**src/rtl/jtag_axi_pkg.sv**
```systemverilog
// Shared types and constants for the JTAG side of the JTAG-to-AXI bridge:
// instruction codes, DR selections and lengths, status codes, and the
// transaction-info / status-word layouts exchanged with jtag_axi_dispatch.
package jtag_axi_pkg;

  localparam int AXI_ADDR_WIDTH       = 32;
  localparam int AXI_DATA_WIDTH       = 32;
  localparam int AXI_ASYNC_FIFO_DEPTH = 4;
  localparam int AFIFO_CNT_W          = $clog2(AXI_ASYNC_FIFO_DEPTH + 1);

  typedef logic [AFIFO_CNT_W-1:0] axi_afifo_t;

  typedef enum logic [3:0] {
    IR_IDCODE = 4'd1,
    IR_ADDR   = 4'd4,
    IR_DATA_W = 4'd5,
    IR_CTRL   = 4'd6,
    IR_STATUS = 4'd7,
    IR_BYPASS = 4'hF
  } jtag_instr_t;

  // DR selection latched at Capture-DR; BYPASS is the all-zero reset choice.
  typedef enum logic [2:0] {
    DR_BYPASS = 3'd0,
    DR_IDCODE = 3'd1,
    DR_ADDR   = 3'd2,
    DR_DATA_W = 3'd3,
    DR_CTRL   = 3'd4,
    DR_STATUS = 3'd5
  } dr_sel_t;

  localparam int IDCODE_LEN = 32;
  localparam int ADDR_LEN   = AXI_ADDR_WIDTH;
  localparam int DATA_W_LEN = AXI_DATA_WIDTH;
  localparam int CTRL_LEN   = 5;
  localparam int STATUS_LEN = AXI_DATA_WIDTH + 4;
  localparam int BYPASS_LEN = 1;

  localparam int SR_W = (STATUS_LEN > ADDR_LEN)
                        ? ((STATUS_LEN > IDCODE_LEN) ? STATUS_LEN : IDCODE_LEN)
                        : ((ADDR_LEN > IDCODE_LEN) ? ADDR_LEN : IDCODE_LEN);
  localparam int LEN_W = $clog2(SR_W + 1);

  typedef enum logic [2:0] {
    ST_IDLE    = 3'd0,
    ST_RUNNING = 3'd1,
    ST_OKAY    = 3'd2,
    ST_EXOKAY  = 3'd3,
    ST_SLVERR  = 3'd4,
    ST_DECERR  = 3'd5,
    ST_TIMEOUT = 3'd6
  } jtag_status_e;

  typedef enum logic {
    TXN_RD = 1'b0,
    TXN_WR = 1'b1
  } txn_type_e;

  // CTRL DR layout, MSB first: {start, txn_type, size[2:0]}
  typedef struct packed {
    logic       start;
    txn_type_e  txn_type;
    logic [2:0] size;
  } s_axi_jtag_ctrl_t;

  typedef struct packed {
    logic [AXI_ADDR_WIDTH-1:0] addr;
    logic [AXI_DATA_WIDTH-1:0] data_wr;
    s_axi_jtag_ctrl_t          ctrl;
  } s_axi_jtag_info_t;

  typedef struct packed {
    logic [AXI_DATA_WIDTH-1:0] data_rd;
    logic [2:0]                status;
  } s_axi_jtag_status_t;

  function automatic logic [LEN_W-1:0] dr_len(input dr_sel_t sel);
    case (sel)
      DR_IDCODE: return LEN_W'(IDCODE_LEN);
      DR_ADDR:   return LEN_W'(ADDR_LEN);
      DR_DATA_W: return LEN_W'(DATA_W_LEN);
      DR_CTRL:   return LEN_W'(CTRL_LEN);
      DR_STATUS: return LEN_W'(STATUS_LEN);
      default:   return LEN_W'(BYPASS_LEN);
    endcase
  endfunction

  // Terminal responses are the only ones dispatch expects to be popped.
  function automatic logic is_final(input logic [2:0] st);
    return (st == ST_OKAY) || (st == ST_EXOKAY) ||
           (st == ST_SLVERR) || (st == ST_DECERR);
  endfunction

endpackage

```
**src/rtl/jtag_axi_dr_ctrl.sv**
```systemverilog
// JTAG data-register bank for the JTAG-to-AXI bridge (tck domain).
// One shift register sized to the widest DR serves every instruction; the
// selected DR is latched at Capture-DR so IR changes mid-shift are ignored.
// Optional build macro: JTAG_AXI_IDCODE_EN enables the IDCODE instruction;
// without it IR=1 decodes as BYPASS.
module jtag_axi_dr_ctrl
  import jtag_axi_pkg::*;
#(
  parameter int          IR_WIDTH    = 4,
  parameter logic [31:0] IDCODE_VAL  = 32'h0BAD_C0DE,
  parameter int          AFIFO_DEPTH = AXI_ASYNC_FIFO_DEPTH
) (
  input  logic               tck,
  input  logic               trstn,
  input  logic [IR_WIDTH-1:0] ir_i,
  input  logic               capture_dr_i,
  input  logic               shift_dr_i,
  input  logic               update_dr_i,
  input  logic               tdi_i,
  output logic               tdo_o,
  input  s_axi_jtag_status_t jtag_status_i,
  input  axi_afifo_t         afifo_slots_i,
  output s_axi_jtag_info_t   axi_info_o,
  output logic               axi_req_new_o,
  output logic               axi_status_rd_o
);

  logic [SR_W-1:0]  sr_q;
  logic [SR_W-1:0]  sr_shifted;
  logic [LEN_W-1:0] msb_idx;
  dr_sel_t          dr_dec;
  dr_sel_t          dr_sel_q;
  s_axi_jtag_info_t info_q;
  logic             drop_ff;
  logic             status_final_ff;
  logic             req_q;
  logic             ack_q;

  // Decode the live instruction into a DR selection (used only at Capture).
  always_comb begin
    dr_dec = DR_BYPASS;
    if (ir_i == IR_WIDTH'(IR_ADDR))        dr_dec = DR_ADDR;
    else if (ir_i == IR_WIDTH'(IR_DATA_W)) dr_dec = DR_DATA_W;
    else if (ir_i == IR_WIDTH'(IR_CTRL))   dr_dec = DR_CTRL;
    else if (ir_i == IR_WIDTH'(IR_STATUS)) dr_dec = DR_STATUS;
`ifdef JTAG_AXI_IDCODE_EN
    else if (ir_i == IR_WIDTH'(IR_IDCODE)) dr_dec = DR_IDCODE;
`endif
  end

  // Right shift with tdi entering at the top bit of the latched DR length.
  always_comb begin
    msb_idx             = dr_len(dr_sel_q) - LEN_W'(1);
    sr_shifted          = sr_q >> 1;
    sr_shifted[msb_idx] = tdi_i;
  end

  // DR state machine: update has priority over capture, capture over shift.
  always_ff @(posedge tck or negedge trstn) begin
    if (!trstn) begin
      sr_q            <= '0;
      dr_sel_q        <= DR_BYPASS;
      info_q          <= '0;
      drop_ff         <= 1'b0;
      status_final_ff <= 1'b0;
      req_q           <= 1'b0;
      ack_q           <= 1'b0;
    end else begin
      req_q <= 1'b0;
      ack_q <= 1'b0;
      if (update_dr_i) begin
        case (dr_sel_q)
          DR_ADDR:   info_q.addr    <= sr_q[ADDR_LEN-1:0];
          DR_DATA_W: info_q.data_wr <= sr_q[DATA_W_LEN-1:0];
          DR_CTRL: begin
            info_q.ctrl <= s_axi_jtag_ctrl_t'(sr_q[CTRL_LEN-1:0]);
            if (sr_q[CTRL_LEN-1]) begin
              if (32'(afifo_slots_i) < AFIFO_DEPTH) req_q   <= 1'b1;
              else                                  drop_ff <= 1'b1;
            end
          end
          DR_STATUS: begin
            drop_ff <= 1'b0;
            ack_q   <= status_final_ff;
          end
          default: ;
        endcase
      end else if (capture_dr_i) begin
        dr_sel_q <= dr_dec;
        case (dr_dec)
          DR_ADDR:   sr_q <= SR_W'(info_q.addr);
          DR_DATA_W: sr_q <= SR_W'(info_q.data_wr);
          DR_CTRL:   sr_q <= SR_W'({1'b0, info_q.ctrl.txn_type, info_q.ctrl.size});
          DR_STATUS: begin
            sr_q <= SR_W'({drop_ff, jtag_status_i.status, jtag_status_i.data_rd});
            status_final_ff <= is_final(jtag_status_i.status);
          end
          DR_IDCODE: sr_q <= SR_W'(IDCODE_VAL);
          default:   sr_q <= '0;
        endcase
      end else if (shift_dr_i) begin
        sr_q <= sr_shifted;
      end
    end
  end

  assign tdo_o           = sr_q[0];
  assign axi_info_o      = info_q;
  assign axi_req_new_o   = req_q;
  assign axi_status_rd_o = ack_q;

endmodule

```
**config.mk**
```make
export PLATFORM = sky130hd
export DESIGN_NAME = jtag_axi_dr_ctrl
export DESIGN_NICKNAME = d
export VERILOG_FILES = /design/src/rtl/jtag_axi_pkg.sv /design/src/rtl/jtag_axi_dr_ctrl.sv
export SDC_FILE = /design/constraint.sdc
export NUM_CORES = 1
export LEC_CHECK = 0
export CAP_MARGIN = 40
export CORE_MARGIN = 2
export CORE_UTILIZATION = 55
export DETAILED_ROUTE_END_ITERATION = 10
export PLACE_DENSITY = 0.85
export SETUP_SLACK_MARGIN = 0.3
export SYNTH_ARGS = -nofsm -noshare
export SYNTH_HDL_FRONTEND = slang
export SYNTH_SLANG_ARGS = --single-unit
```
**constraint.sdc**
```tcl
create_clock -name tck -period 4.73 [get_ports tck]
set_input_delay 0.946 -clock tck [delete_from_list [all_inputs] [get_ports tck]]
set_output_delay 0.946 -clock tck [all_outputs]
set_load 0.01 [all_outputs]
```
==> results.ini <==
[status]
outcome=finished clean

[placed_design]
io_buffers=117
place_ws_ns=1.40
place_congestion=0.804
dp.final_hpwl_um=9360

[sta]
grt_setup_unrepaired=false
setup_violations=0
hold_viol=0
slew-limit-headroom_pct=50.6
fin_setup_tns_ns=0
setup_ws_ns=1.77
fmax_ghz=0.338
post-route-period-util_pct=62.5
finalCriticalPeriod_ns=2.96
report.final.slew_viol_count=0
skew_ns=0.0153
tightest_slew_ns=0.741

[logic_synthesis]
synthDominantCellAreaShare_pct=50.5
yosysSeqAreaShare_pct=50.5
syn_avg_cell_area_um2=11.4
synth_top_flop_cell=dfrtp_1
yosys-top-cells-count=dfrtp_1 (112), mux2_2 (46), o21ai_0 (36), nand2_1 (35)
synth-edff-count=0
synth_area_leader_cell=dfrtp_1
yosysMostFrequentCell=dfrtp_1
async_flop_share_pct=100
syn-num-nets=535
ys_ff_latch=112
ys_types=42
syn_inst=487
ys.warnings.count=0
synth_area_leaders=dfrtp_1 (51%), mux2_2 (9.3%), mux2_4 (5.4%)
syn-cell-area_mm2=0.00555

[drt]
drtPass1Iterations=5
post-route-drc-count=0
first_iter_violations=299
wire_per_inst_um=19.5
vias=4305
ant_nets=0
wl_um=14100
vias_per_cell=5.95

[cells_and_area]
final_layout_size_suffix_gt1_share_pct=20.8
syn_to_final_growth_pct=26.1
nets=633
final.fill_count=703
num_antenna_cells=0

[global_routing]
grt_pass1_wl_um=23000
antenna_found_initial=0
overflow=0
first_global_vias=4474
grt_max_degree=59
grtUsageTotal_pct=26.4

[cts]
cts-root-buf=clkbuf_8
clockBufferDepth=2
hold_buffers=0
worstSkewPairLatency_ns=0.36
cts_resized=0
cts_setup_buffers=0
cts_made_buffers=9
cts_tree=built
clk_pin_slew_ns=0.10
cts_sinks=112
htreeDepth=3

[pwr]
pwr-share-comb_pct=33.5
ir_drop_mv=0.303
p_int_w=0.00205
power_frac_seq_pct=47.3
netSwitchingPower_w=0.000900
powerDensity_mw_per_mm2=421
switching_share_pct=30.6
leakage_nw=2.96
pwr-share-clk_pct=19.2

[floorplanning]
die_w_um=104
die-area_mm2=0.0109
core_area_mm2=0.00977
initial_core_util_pct=56.8
boundaryPins=120
die_h_um=104
rows=36

[flow_run]
drv_cap=0

[worst_hold_path]
hp-class=reg -> reg
hold_path_depth=2
whs_endpoint=sr_q[34]
worstHoldStart=sr_q[34]

[critical_path]
r2r_end=axi_info_o[6]
reg2reg_slack_ns=2.76
crit_path_end_kind=register
worstPathMaxFanout=49
rr_startpoint=dr_sel_q[0]
crit_type=in -> reg
cp.arrival_ns=3.21
required_ns=4.98
rr_worst_depth=3
cp-start-kind=input pin

per-stage QoR:
stage | hold slack, ns | instance area, um^2 | util, % | power (W) | std cells
after floorplan | 0.442 | 5550 | - | 0.00184 | 487
after CTS | 0.486 | 7000 | 71.6 | 0.00296 | 723
after global routing | 0.525 | 7000 | 71.6 | 0.00309 | 723
final | 0.482 | 7000 | 71.6 | 0.00295 | 723
after detailed placement | 0.464 | 6800 | 69.5 | 0.00239 | 707
after global placement | 0.457 | 6740 | 68.9 | 0.00234 | 704
cells in the final DEF (no fill, tap or decap), types with 3 or more instances in the layout:
master           netlist  routed
a21oi_1               32      32
a22oi_1                8       8
a22oi_2               20      20
a311oi_1               3       3
a31oi_1                5       5
buf_4                  4      10
clkbuf_8               0      10
clkdlybuf4s50_1        0     114
dfrtp_1              112     112
inv_1                 29      29
mux2_2                46      46
mux2_4                20      20
mux2i_1                3       3
mux4_2                 4       4
nand2_1               35      35
nor2_1                32      31
nor2b_1                5       5
nor3b_1                3       3
o21ai_0               36      36
o32a_1                26      26
layer usage:
metal	share of wire [%]	GRT usage, %	vias to the layer above
met5	0	0	-
met3	6.5	4.51	18
met4	1.6	8.11	0
met2	50	44.5	182
met1	42	35.0	2157
li1	-	-	1948
power by group through the flow:
stage | clock, W | sequential (W) | combinational, W
4_1_cts | 0.000574 | 0.00139 | 0.000995
2_1_floorplan | 0 | 0.00144 | 0.000395
3_5_place_dp | 0 | 0.00140 | 0.000989
6_report | 0.000566 | 0.00139 | 0.000986
3_3_place_gp | 0 | 0.00139 | 0.000958
5_1_grt | 0.000614 | 0.00142 | 0.00105
cell type report:
| class | instances | area, um^2 | area share (%) |
|---|---|---|---|
| sequential | 112 | 2800 | 40.1 |
| multi-input combinational | 304 | 2430 | 34.8 |
| timing repair buffer | 129 | 1290 | 18.4 |
| tap | 133 | 166 | 2.38 |
| clock buffer | 11 | 141 | 2.02 |
| inverter | 29 | 109 | 1.56 |
| clock inverter | 5 | 56.3 | 0.805 |
state kept, by name, indices dropped and copies added (netlist names):
| register | flops |
|---|---|
| sr_q | 36 |
| drop_ff | 1 |
| dr_sel_q | 3 |
| status_final_ff | 1 |
| axi_status_rd_o | 1 |
| axi_req_new_o | 1 |
| axi_info_o | 69 |
how the worst max path moves through the flow:
stage	startpoint	endpoint	cells past startpoint
5_1_grt	update_dr_i	axi_info_o[6]	4
6_report	update_dr_i	axi_info_o[6]	4
3_5_place_dp	update_dr_i	axi_info_o[6]	4
4_1_cts	update_dr_i	axi_info_o[6]	4
3_3_place_gp	update_dr_i	axi_info_o[46]	3
2_1_floorplan	ir_i[1]	sr_q[15]	6
critical path, cell delays in order:
cell,delay [ns]
clkdlybuf4s50_1,0.76
nand4b_1,0.57
buf_4,0.52
mux2_2,0.39
cell families (layout without fill, tap and decap cells):
family	count (synthesis)	count (layout)	synth area share (%)
and+or+nand+nor	88	88	7.33
AOI/OAI and AO/OA	140	140	19.0
buffers and inverters	71	174	5.73
DFF	112	112	50.5
xor gates and xnor gates	1	1	0.158
muxes	75	75	17.3
(Power assumes the default switching activity.)
